### src/rtl/ps2_key_tracker_pkg.sv
// Shared types and constants for the PS/2 key tracker: key codes, prefix bytes,
// frame receiver states and the default 13-key map.
package ps2_key_tracker_pkg;

    typedef struct packed {
        logic       ext;
        logic [7:0] code;
    } key_code_t;

    typedef enum logic [1:0] {
        RX_IDLE,
        RX_DATA,
        RX_PARITY,
        RX_STOP
    } rx_state_t;

    localparam logic [7:0] KEY_1     = 8'h16;
    localparam logic [7:0] KEY_2     = 8'h1e;
    localparam logic [7:0] KEY_3     = 8'h26;
    localparam logic [7:0] KEY_4     = 8'h25;
    localparam logic [7:0] KEY_5     = 8'h2e;
    localparam logic [7:0] KEY_6     = 8'h36;
    localparam logic [7:0] KEY_7     = 8'h3d;
    localparam logic [7:0] KEY_MINUS = 8'h4e;
    localparam logic [7:0] KEY_PLUS  = 8'h55;
    localparam logic [7:0] KEY_UP    = 8'h75;
    localparam logic [7:0] KEY_DOWN  = 8'h72;
    localparam logic [7:0] KEY_LEFT  = 8'h6b;
    localparam logic [7:0] KEY_RIGHT = 8'h74;

    localparam logic [7:0] PFX_EXT   = 8'he0;
    localparam logic [7:0] PFX_BRK   = 8'hf0;
    localparam logic [7:0] PFX_PAUSE = 8'he1;

    localparam int DEFAULT_NUM_KEYS = 13;

    // Entry i occupies bits [i*9 +: 9]; listed here from key 12 down to key 0.
    localparam logic [DEFAULT_NUM_KEYS*9-1:0] DEFAULT_KEY_MAP = {
        1'b1, KEY_RIGHT,
        1'b1, KEY_LEFT,
        1'b1, KEY_DOWN,
        1'b1, KEY_UP,
        1'b0, KEY_PLUS,
        1'b0, KEY_MINUS,
        1'b0, KEY_7,
        1'b0, KEY_6,
        1'b0, KEY_5,
        1'b0, KEY_4,
        1'b0, KEY_3,
        1'b0, KEY_2,
        1'b0, KEY_1
    };

endpackage

### src/rtl/ps2_key_tracker_frame_rx.sv
// PS/2 frame receiver: pin synchroniser, ps2_clk fall detect, 11-bit frame FSM
// and inter-fall timeout. Result strobes are combinational in the cycle the
// stop-bit fall is seen; the parent registers them.
//
// state     | meaning
// RX_IDLE   | waiting for a start bit (data=0 on a fall)
// RX_DATA   | shifting in 8 data bits, LSB first
// RX_PARITY | sampling the odd-parity bit
// RX_STOP   | sampling the stop bit, then report and return to idle
module ps2_frame_rx
    import ps2_key_tracker_pkg::*;
#(
    parameter int TIMEOUT_CYC = 100_000,
    parameter int SYNC_STAGES = 2
) (
    input  logic       clk,
    input  logic       sys_rst_n,
    input  logic       ps2_clk,
    input  logic       ps2_data,
    output logic       byte_valid,
    output logic [7:0] rx_byte,
    output logic       parity_err,
    output logic       frame_err
);

    localparam int TO_W = $clog2(TIMEOUT_CYC + 1);
    localparam logic [TO_W-1:0] TO_LOAD = TO_W'(TIMEOUT_CYC - 1);

    rx_state_t state, state_nxt;
    logic [SYNC_STAGES-1:0] clk_sync, data_sync;
    logic [7:0]      shift_q;
    logic [2:0]      bit_cnt;
    logic            parity_acc;
    logic [TO_W-1:0] to_cnt;
    logic            fall, din, timeout;

    assign fall    = clk_sync[SYNC_STAGES-1] & ~clk_sync[SYNC_STAGES-2];
    assign din     = data_sync[SYNC_STAGES-1];
    assign timeout = (state != RX_IDLE) && (to_cnt == '0);
    assign rx_byte = shift_q;

    // Pin synchronisers; reset to the idle-high line level so no false fall appears.
    always_ff @(posedge clk or negedge sys_rst_n) begin
        if (!sys_rst_n) begin
            clk_sync  <= '1;
            data_sync <= '1;
        end else begin
            clk_sync  <= {clk_sync[SYNC_STAGES-2:0], ps2_clk};
            data_sync <= {data_sync[SYNC_STAGES-2:0], ps2_data};
        end
    end

    // State register.
    always_ff @(posedge clk or negedge sys_rst_n) begin
        if (!sys_rst_n) state <= RX_IDLE;
        else            state <= state_nxt;
    end

    // Next state and result strobes; a fall always wins over a coincident timeout.
    always_comb begin
        state_nxt  = state;
        byte_valid = 1'b0;
        parity_err = 1'b0;
        frame_err  = 1'b0;
        if (fall) begin
            unique case (state)
                RX_IDLE:   if (!din) state_nxt = RX_DATA;
                RX_DATA:   if (bit_cnt == 3'd7) state_nxt = RX_PARITY;
                RX_PARITY: state_nxt = RX_STOP;
                RX_STOP: begin
                    state_nxt = RX_IDLE;
                    if (!din)            frame_err  = 1'b1;
                    else if (!parity_acc) parity_err = 1'b1;
                    else                 byte_valid = 1'b1;
                end
                default:   state_nxt = RX_IDLE;
            endcase
        end else if (timeout) begin
            state_nxt = RX_IDLE;
            frame_err = 1'b1;
        end
    end

    // Shift register, bit counter and running parity (odd parity => accumulator ends at 1).
    always_ff @(posedge clk or negedge sys_rst_n) begin
        if (!sys_rst_n) begin
            shift_q    <= '0;
            bit_cnt    <= '0;
            parity_acc <= 1'b0;
        end else if (fall) begin
            case (state)
                RX_IDLE: begin
                    bit_cnt    <= '0;
                    parity_acc <= 1'b0;
                end
                RX_DATA: begin
                    shift_q    <= {din, shift_q[7:1]};
                    bit_cnt    <= bit_cnt + 3'd1;
                    parity_acc <= parity_acc ^ din;
                end
                RX_PARITY: parity_acc <= parity_acc ^ din;
                default: ;
            endcase
        end
    end

    // Timeout down-counter, reloaded on every fall and while idle.
    always_ff @(posedge clk or negedge sys_rst_n) begin
        if (!sys_rst_n)                     to_cnt <= '0;
        else if (fall || state == RX_IDLE)  to_cnt <= TO_LOAD;
        else if (to_cnt != '0)              to_cnt <= to_cnt - 1'b1;
    end

endmodule

### src/rtl/ps2_key_tracker.sv
// PS/2 keyboard tracker: decodes E0/F0 prefixes from received bytes and keeps
// held (key_down) and sticky (key_latched) state for each mapped key.
module ps2_key_tracker
    import ps2_key_tracker_pkg::*;
#(
    parameter int                      NUM_KEYS    = DEFAULT_NUM_KEYS,
    parameter logic [NUM_KEYS*9-1:0]   KEY_MAP     = DEFAULT_KEY_MAP,
    parameter int                      TIMEOUT_CYC = 100_000,
    parameter int                      SYNC_STAGES = 2
) (
    input  logic                clk,
    input  logic                sys_rst_n,
    input  logic                ps2_clk,
    input  logic                ps2_data,
    input  logic                latch_clr,
    output logic [NUM_KEYS-1:0] key_down,
    output logic [NUM_KEYS-1:0] key_latched,
    output logic                evt_valid,
    output logic [7:0]          evt_code,
    output logic                evt_ext,
    output logic                evt_break,
    output logic                evt_hit,
    output logic                parity_err,
    output logic                frame_err
);

    logic          byte_valid, rx_perr, rx_ferr;
    logic [7:0]    rx_byte;
    logic          ext_q, brk_q;
    logic          is_prefix, code_valid;
    key_code_t     cur_key;
    logic [NUM_KEYS-1:0] hit, make_hit, brk_hit;

    ps2_frame_rx #(
        .TIMEOUT_CYC (TIMEOUT_CYC),
        .SYNC_STAGES (SYNC_STAGES)
    ) u_rx (
        .clk        (clk),
        .sys_rst_n  (sys_rst_n),
        .ps2_clk    (ps2_clk),
        .ps2_data   (ps2_data),
        .byte_valid (byte_valid),
        .rx_byte    (rx_byte),
        .parity_err (rx_perr),
        .frame_err  (rx_ferr)
    );

    assign is_prefix  = (rx_byte == PFX_EXT) || (rx_byte == PFX_BRK) || (rx_byte == PFX_PAUSE);
    assign code_valid = byte_valid && !is_prefix;
    assign cur_key    = '{ext: ext_q, code: rx_byte};

    for (genvar i = 0; i < NUM_KEYS; i++) begin : g_key
        assign hit[i] = code_valid && (cur_key == key_code_t'(KEY_MAP[i*9 +: 9]));
    end

    assign make_hit = brk_q ? '0  : hit;
    assign brk_hit  = brk_q ? hit : '0;

    // Prefix flags: set by E0/F0, cleared by any final byte, E1 or receive error.
    always_ff @(posedge clk or negedge sys_rst_n) begin
        if (!sys_rst_n) begin
            ext_q <= 1'b0;
            brk_q <= 1'b0;
        end else if (rx_perr || rx_ferr) begin
            ext_q <= 1'b0;
            brk_q <= 1'b0;
        end else if (byte_valid) begin
            if (rx_byte == PFX_EXT) begin
                ext_q <= 1'b1;
            end else if (rx_byte == PFX_BRK) begin
                brk_q <= 1'b1;
            end else begin
                ext_q <= 1'b0;
                brk_q <= 1'b0;
            end
        end
    end

    // Event strobes and held event fields.
    always_ff @(posedge clk or negedge sys_rst_n) begin
        if (!sys_rst_n) begin
            evt_valid  <= 1'b0;
            evt_code   <= '0;
            evt_ext    <= 1'b0;
            evt_break  <= 1'b0;
            evt_hit    <= 1'b0;
            parity_err <= 1'b0;
            frame_err  <= 1'b0;
        end else begin
            evt_valid  <= code_valid;
            parity_err <= rx_perr;
            frame_err  <= rx_ferr;
            if (code_valid) begin
                evt_code  <= rx_byte;
                evt_ext   <= ext_q;
                evt_break <= brk_q;
                evt_hit   <= |hit;
            end
        end
    end

    // Key state; a make in the same cycle as latch_clr keeps its latched bit.
    always_ff @(posedge clk or negedge sys_rst_n) begin
        if (!sys_rst_n) begin
            key_down    <= '0;
            key_latched <= '0;
        end else begin
            key_down    <= (key_down & ~brk_hit) | make_hit;
            key_latched <= (latch_clr ? '0 : key_latched) | make_hit;
        end
    end

endmodule
### config.mk
export PLATFORM = sky130hd
export DESIGN_NAME = ps2_key_tracker
export DESIGN_NICKNAME = d
export VERILOG_FILES = /design/src/rtl/ps2_key_tracker_pkg.sv /design/src/rtl/ps2_key_tracker_frame_rx.sv /design/src/rtl/ps2_key_tracker.sv
export SDC_FILE = /design/constraint.sdc
export NUM_CORES = 1
export LEC_CHECK = 0
export CAP_MARGIN = 0
export CORE_UTILIZATION = 35
export DETAILED_ROUTE_END_ITERATION = 10
export GPL_ROUTABILITY_DRIVEN = 0
export GPL_TIMING_DRIVEN = 0
export HOLD_SLACK_MARGIN = 0.02
export PLACE_DENSITY = 0.54
export SYNTH_ARGS = -nofsm -noshare
export SYNTH_HDL_FRONTEND = slang
export SYNTH_SLANG_ARGS = --single-unit
### constraint.sdc
create_clock -name clk -period 2.75 [get_ports clk]
set_input_delay 0.55 -clock clk [delete_from_list [all_inputs] [get_ports clk]]
set_output_delay 0.55 -clock clk [all_outputs]
set_load 0.03 [all_outputs]
==> impl_metrics.toml, run 1 <==
[run_status]
outcome = "finished, final reports clean"

[synthesis]
yosys.cell_types.count = 53
synth_nets = 370
synthArstFlopShare = 1.000
synth_edf_count = 0
syn_area_um2 = 3704
synth-seq-cells = 77
avgSynthCellArea_um2 = 10.43
syn_inst = 355
seq_area_frac_synth = 0.5216
ys_warn_count = 0
synthFlopType = "dfrtp_1"

[route]
num_vias = 2899
avgRoutedWirePerCell_um = 15.32
final_antenna_net_count = 0
wirelength_mm = 8.457
first_pass_iters = 4
route.detailed.drc = 0
drt_iter0_markers = 174
via_per_inst = 5.252

[run]
drv_cap = 0

[cts]
postCtsSetupBuffers = 0
cts-buffers-inserted = 9
ctsResizeCount = 0
clkSlewWorstSetupHoldPaths_ns = 0.09
h-tree-depth = 3
ctsHoldBuffers = 0
cts_buffer_depth = 2
insertion_delay_ns = 0.35
cts.sinks = 77
cts-root-buf = "clkbuf_8"
cts_tree = "done"

[layout]
num_antenna_cells = 0
final_common_cell = "dfrtp_1"
syn_to_final_growth_pct = 21.86
fin_util = 0.4391
multi_input_area_um2 = 1598
nNetsFinal = 426
num-fill-cells = 1021
regArea_um2 = 1932
drive_gt1_frac = 0.1058
final_cell_mix = "dfrtp_1, clkdlybuf4s50_1, inv_1"

[sta]
whs_ns = 0.1577
period_share = 0.8895
setup_violations = 0
finalCriticalPeriod_ns = 2.446
relSlewSlack = 0.5203
slew_violations = 0
skew_ns = 0.01043
worst_slew_pin_slew_ns = 0.7153
rsz0062_at_grt = "no"
max_freq_mhz = 408.8
hold_viol_final = 0

[die]
initial_utilization = 0.3604
dieArea_um2 = 11000
die_w_um = 104.9
core_area_um2 = 10280
io_pins = 45
rows = 37
die_y_um = 104.9

[setup_path]
end_kind = "flop"
worst_setup_path_start_kind = "flop"
cp_max_fo = 10
rr_worst_depth = 6
cp.arrival_ns = 2.72
required_ns = 3.02
worstSetupPathType = "flop to flop"

[global_routing]
grt.overflow.total = 0
grt_pass1_wl_mm = 14.61
grt_pass1_vias = 2858
grt_max_degree = 41
track_usage = 0.1667
antenna_found_initial = 0

[power_and_ir_drop]
cellLeakagePower_nw = 1.790
totalPowerFinal_mw = 2.968
ir_worst_vdd_v = 0.0003214
pwr_density_cell_nw_per_um2 = 657.6

[place]
port_buffers = 44
dp_hpwl_mm = 5.983

[min_path]
hold_class = "primary input to asynchronous set/reset pin"
[cells by family after synthesis]
| family | Yosys count | synth area share |
|---|---|---|
| xor+xnor | 1 | 0.002365 |
| compound gates | 79 | 0.1466 |
| flops | 77 | 0.5216 |
| fa+ha+maj | 10 | 0.03378 |
| simple gates | 118 | 0.1804 |
| mux | 23 | 0.06689 |
| buf+inv | 47 | 0.04831 |
[Yosys cell counts (all sizes together) (2+ instances only)]
library cell	instances	share of area
nand3	9	0.012
or3	6	0.010
nor3b	2	0.0041
mux2	14	0.043
o22ai	8	0.014
nand2b	10	0.017
or4bb	2	0.0061
dfstp	4	0.028
a2111oi	2	0.0047
nand2	24	0.024
clkbuf	17	0.018
dfrtp	73	0.49
or3b	2	0.0047
nor2	17	0.017
o32ai	2	0.0047
and3	3	0.0051
o31ai	17	0.036
nor3	10	0.014
a211oi	3	0.0061
o21ai	17	0.023
ha	10	0.034
nor4	2	0.0034
mux2i	9	0.024
a31oi	3	0.0051
nand4b	2	0.0047
a32o	2	0.0054
inv	29	0.029
and2	2	0.0034
o41ai	7	0.017
or4	8	0.017
nand4	8	0.014
a21oi	11	0.015
nor2b	3	0.0051
and4	2	0.0047
[through the flow]
| stage | area, um^2 | setup TNS (ns) | setup slack [ns] | instances |
|---|---|---|---|---|
| CTS | 4508 | 0 | 0.2314 | 552 |
| global route | 4513 | 0 | 0.1094 | 552 |
| global placement | 4314 | -123.95 | -1.663 | 535 |
| detailed placement | 4332 | 0 | 0.2611 | 536 |
| finish | 4513 | 0 | 0.3039 | 552 |
| floorplan | 3704 | 0 | 0.6572 | 355 |
[routing by layer]
layer | GRT usage | up-vias | routed length (um)
met2 | 0.2403 | 58 | 3718
met5 | 0 | - | 0
met4 | 0.06036 | 0 | 136
met1 | 0.2537 | 1418 | 4358
li1 | - | 1406 | -
met3 | 0.02183 | 17 | 243
[worst max-delay path, cell delays in order, from the launching register on]
cell and delay (ns):
dfstp_2 0.60, ha_1 0.20, and4b_1 0.23, clkbuf_1 0.41, nand4_1 0.41, or3_1 0.45
o21ai_0 0.08
[power by group]
group	internal, mW	switching [mW]
registers	1.26	0.127
clock network	0.334	0.443
logic	0.303	0.501
total	1.90	1.07
[worst paths after layout]
path	endpoint	slack, ns	startpoint
max in group asynchronous	u_rx.to_cnt[5]	2.01	sys_rst_n
hold / removal	u_rx.to_cnt[11]	0.16	sys_rst_n
min in group clk	u_rx.data_sync[1]	0.36	u_rx.data_sync[0]
setup / recovery	key_latched[3]	0.30	u_rx.data_sync[1]
setup reg to reg	key_latched[3]	0.30	u_rx.data_sync[1]
hold reg to reg	u_rx.data_sync[1]	0.36	u_rx.data_sync[0]
[area by class of cell]
cell class | instances | area share
clock inverter | 6 | 0.01081
inverter | 29 | 0.02412
sequential | 77 | 0.4281
multi-input combinational | 231 | 0.3540
clock buffer | 10 | 0.02828
tap | 136 | 0.03770
buffer | 18 | 0.01553
timing repair buffer | 45 | 0.1015
(Power assumes the default switching activity.)
==> run 2: changes to the inputs <==
--- a/config.mk
+++ b/config.mk
@@ -8,10 +8,11 @@
 export CAP_MARGIN = 0
 export CORE_UTILIZATION = 35
 export DETAILED_ROUTE_END_ITERATION = 10
+export DONT_BUFFER_PORTS = 1
 export GPL_ROUTABILITY_DRIVEN = 0
 export GPL_TIMING_DRIVEN = 0
-export HOLD_SLACK_MARGIN = 0.02
-export PLACE_DENSITY = 0.54
+export HOLD_SLACK_MARGIN = 0.1
+export PLACE_DENSITY = 0.49
 export SYNTH_ARGS = -nofsm -noshare
 export SYNTH_HDL_FRONTEND = slang
 export SYNTH_SLANG_ARGS = --single-unit
==> run 2 against run 1 <==
Clock power grew 23%. Flip-flop and latch count is the same. Routed wire length grew 2.2%. Sequential power is essentially flat. Clock-buffer cell count grew 1. First-iteration DRC count shrank 30%. Clock skew grew 0.0019 ns. Register-to-register slack lost 0.02 ns. Maximum frequency shrank 0.72%. Non-clock buffer count shrank 43. Die area is the same. Largest cell class unchanged. Largest power group unchanged. Highest routed layer unchanged.
==> impl_metrics.toml, run 2 (synthesis results as in run 1) <==
[run_status]
outcome = "finished, final reports clean"

[sta]
max_freq_mhz = 405.9
setup_tns_ns = 0
whs_ns = 0.1832
setup_violations = 0
hold_viol_final = 0
period_share = 0.8959
rsz0062_at_grt = "no"
relSlewSlack = 0.5324
worst_slew_pin_slew_ns = 0.6960
finalCriticalPeriod_ns = 2.464
slew_violations = 0
skew_ns = 0.01230

[place]
port_buffers = 0
placed_cells = 491
dp_hpwl_mm = 5.836

[setup_path]
cp_top_family = "simple AND/OR/NAND/NOR gates"
cp_slowest_cell = "dfstp_2"
required_ns = 3.03
rrSetupSlack_ns = 0.29
crit_cells = 6
cp.arrival_ns = 2.75
rr_worst_depth = 6
worst_setup_path_start_kind = "flop"
cp_max_fo = 10
critPathCapture = "key_latched[3]"
crit_path_start = "u_rx.data_sync[1]"
end_kind = "flop"
path_buf_inv = 1
path_cells = "ha_1, and4b_1, clkbuf_1, nand4_1, or3_1, o21ai_0"
worstSetupPathType = "flop to flop"
reg2reg_from = "u_rx.data_sync[1]"
cp_slowest_stage_delay_ns = 0.60
r2r_end = "key_latched[3]"

[layout]
nNetsFinal = 383
drive_gt1_frac = 0.1126
syn_to_final_growth_pct = 11.59
num-fill-cells = 1037
num_antenna_cells = 0
finalNonFillerCells = 509
multi_input_area_um2 = 1598
final_cell_mix = "dfrtp_1, inv_1, nand2_1"
regArea_um2 = 1932
final_common_cell = "dfrtp_1"

[route]
drt_iter0_markers = 122
route.detailed.drc = 0
wirelength_mm = 8.644
avgRoutedWirePerCell_um = 16.98
first_pass_iters = 4
num_vias = 2735
via_per_inst = 5.373
final_antenna_net_count = 0

[cts]
postCtsSetupBuffers = 0
clkSlewWorstSetupHoldPaths_ns = 0.09
cts_tree = "done"
h-tree-depth = 3
cts-root-buf = "clkbuf_8"
insertion_delay_ns = 0.36
cts-buffers-inserted = 9
cts_buffer_depth = 2
cts.sinks = 77

[global_routing]
grt.overflow.total = 0
grt_pass1_wl_mm = 14.61
antenna_found_initial = 0
track_usage = 0.1690
grt_max_degree = 78
grt_pass1_vias = 2821

[die]
die_y_um = 104.9
io_pins = 45
core_area_um2 = 10280
dieArea_um2 = 11000
die_w_um = 104.9
initial_utilization = 0.3604
rows = 37

[power_and_ir_drop]
ir_worst_vdd_v = 0.0003005
pwr_density_cell_nw_per_um2 = 753.9
cellLeakagePower_nw = 1.670

[run]
drv_cap = 0

[min_path]
hold_class = "primary input to flop"
run 2: how the worst min path moves through the flow:
| stage | from | endpoint | slack, ns | cells past startpoint |
|---|---|---|---|---|
| after floorplan | sys_rst_n | asynchronous set/reset pin | 0.25 | 0 |
| final | ps2_data | u_rx.data_sync[0] | 0.18 | 0 |
| after detailed placement | sys_rst_n | asynchronous set/reset pin | 0.26 | 0 |
| after global routing | ps2_data | u_rx.data_sync[0] | 0.16 | 0 |
| after CTS | ps2_data | u_rx.data_sync[0] | 0.17 | 0 |
| after global placement | sys_rst_n | asynchronous set/reset pin | 0.26 | 0 |
run 2: power by group:
| group | internal (mW) | switching (mW) |
|---|---|---|
| clock | 0.517 | 0.441 |
| combinational | 0.268 | 0.464 |
| sequential | 1.26 | 0.165 |
| total | 2.04 | 1.07 |
run 2: metrics by stage:
step	total power [mW]	area [um^2]	utilization	setup slack [ns]
2_1_floorplan	1.939	3704	-	0.6572
3_3_place_gp	2.124	3874	0.3769	0.2456
3_5_place_dp	2.149	3874	0.3769	0.2248
4_1_cts	3.144	4128	0.4016	0.1812
5_1_grt	3.311	4133	0.4021	0.1137
6_report	3.116	4133	0.4021	0.2862
run 2: final cells by class:
class / instances / area share
inverters: 29 / 0.02634
well taps: 136 / 0.04117
clock inverters: 5 / 0.02059
plain buffers: 18 / 0.01695
clock buffers: 11 / 0.03179
repair buffers: 2 / 0.009083
flip-flops and latches: 77 / 0.4675
multi-input cells: 231 / 0.3866
run 2: what timing repair did:
action	4_1_cts	5_1_grt
hold buffers	2	0
resized for setup	0	1
setup endpoints to repair	0	5
endpoints found under the hold margin	77	0
run 2: routing by layer:
metal | global-route usage | share of wire
met1 | 0.2301 | 0.47
met2 | 0.2654 | 0.46
met3 | 0.03431 | 0.046
met4 | 0.06338 | 0.019
met5 | 0 | 0
run 2: worst register-to-register path, delay by kind of cell, from the launching register on:
| kind | cells | cell delay [ns] |
|---|---|---|
| buffers and inverters | 1 | 0.40 |
| and+or+nand+nor | 3 | 1.10 |
| DFF | 1 | 0.60 |
| adders and majority gates | 1 | 0.21 |
| AOI/OAI and AO/OA | 1 | 0.08 |
==> run 3: changes to the inputs <==
--- a/config.mk
+++ b/config.mk
@@ -11,7 +11,6 @@
 export DONT_BUFFER_PORTS = 1
 export GPL_ROUTABILITY_DRIVEN = 0
 export GPL_TIMING_DRIVEN = 0
-export HOLD_SLACK_MARGIN = 0.1
 export PLACE_DENSITY = 0.49
 export SYNTH_ARGS = -nofsm -noshare
 export SYNTH_HDL_FRONTEND = slang
==> run 3 against run 2 <==
Cell count fell by 0.20%. Critical endpoint unchanged. Maximum frequency barely moved. Flip-flop and latch count did not move. Sequential power barely moved. Largest cell class unchanged.
==> impl_metrics.toml, run 3 (synthesis results as in run 1) <==
[sta]
setup_tns_ns = 0
skew_ns = 0.01254
period_share = 0.8965
slew_violations = 0
relSlewSlack = 0.5285
worst_slew_pin_slew_ns = 0.7019
hold_viol_final = 0
max_freq_mhz = 405.6
setup_violations = 0
whs_ns = 0.03061
finalCriticalPeriod_ns = 2.465
setup_ws_ns = 0.2846
rsz0062_at_grt = "no"

[route]
via_per_inst = 5.459
wirelength_mm = 8.728
final_antenna_net_count = 0
avgRoutedWirePerCell_um = 17.18
route.detailed.drc = 0
drt_iter0_markers = 113
first_pass_iters = 4
num_vias = 2773

[layout]
nNetsFinal = 382
num_antenna_cells = 0
final_common_cell = "dfrtp_1"
fin_util = 0.4011
stdcell_area_um2 = 4123
syn_to_final_growth_pct = 11.32
finalNonFillerCells = 508
drive_gt1_frac = 0.1129
final_cell_mix = "dfrtp_1, inv_1, nand2_1"

[cts]
cts_buffer_depth = 2
clkSlewWorstSetupHoldPaths_ns = 0.09
cts_tree = "done"
cts-root-buf = "clkbuf_8"
h-tree-depth = 3
insertion_delay_ns = 0.36
cts-buffers-inserted = 9
cts.sinks = 77

[setup_path]
cp_max_fo = 10
worstSetupPathType = "flop to flop"
cp.arrival_ns = 2.75
end_kind = "flop"
required_ns = 3.04
worst_setup_path_start_kind = "flop"

[power_and_ir_drop]
totalPowerFinal_mw = 3.116
cellLeakagePower_nw = 1.666
ir_worst_vdd_v = 0.0003004
pwr_density_cell_nw_per_um2 = 755.7

[die]
die_w_um = 104.9
core_area_um2 = 10280
dieArea_um2 = 11000
io_pins = 45
initial_utilization = 0.3604
rows = 37
die_y_um = 104.9

[global_routing]
grt.overflow.total = 0
antenna_found_initial = 0
grt_pass1_wl_mm = 14.69
grt_pass1_vias = 2827
track_usage = 0.1706
grt_max_degree = 74

[place]
port_buffers = 0
dp_hpwl_mm = 5.836
placed_area_um2 = 3874
placed_cells = 491
dp_slack_ns = 0.2248

[run]
drv_cap = 0

[run_status]
outcome = "finished, final reports clean"

[min_path]
hold_class = "primary input to asynchronous set/reset pin"
==> run 3: worst paths after layout <==
check / cells after the start / slack (ns) / endpoint / startpoint
max in group asynchronous: 1 / 2.37 / asynchronous set/reset pin / sys_rst_n
worst max register to register: 6 / 0.28 / key_latched[3] / u_rx.data_sync[1]
min in group clk: 0 / 0.18 / u_rx.data_sync[0] / ps2_data
worst min-delay path: 0 / 0.03 / u_rx.data_sync[0] / sys_rst_n
worst min register to register: 0 / 0.36 / u_rx.data_sync[1] / u_rx.data_sync[0]
worst max-delay path: 6 / 0.28 / key_latched[3] / u_rx.data_sync[1]
==> run 3: layer usage <==
layer,GRT usage,up-vias,wire length (um)
li1,-,1327,-
met1,0.2329,1368,4194
met2,0.2677,66,3993
met3,0.03431,12,380
met4,0.06338,0,159
met5,0,-,0
==> run 3: layout make-up <==
| class | count | area (um^2) |
|---|---|---|
| fill | 1038 | 6155 |
| clock buffer | 11 | 131.4 |
| tap | 136 | 170.2 |
| clock inverter | 5 | 85.08 |
| buffer | 18 | 70.07 |
| timing repair buffer | 1 | 27.53 |
| sequential | 77 | 1932 |
| inverter | 29 | 108.9 |
| multi-input combinational | 231 | 1598 |
==> run 3: what timing repair did <==
item | CTS | global route
hold buffers | 1 | 0
setup buffers | 0 | 0
endpoints found under the setup margin | 0 | 5
gates resized for setup | 0 | 1
endpoints found under the hold margin | 73 | 0
==> run 3: power by group <==
part / internal (mW) / switching [mW] / leakage (nW) / total (mW)
Combinational: 0.267 / 0.464 / 0.567 / 0.731
Sequential: 1.26 / 0.164 / 0.994 / 1.42
Clock: 0.517 / 0.443 / 0.104 / 0.961
==> run 3: critical path: stages (launching register included) <==
cell and delay [ns]:
dfstp_2 0.60, ha_1 0.20, and4b_1 0.25, clkbuf_1 0.40, nand4_1 0.41, or3_1 0.45, o21ai_0 0.08
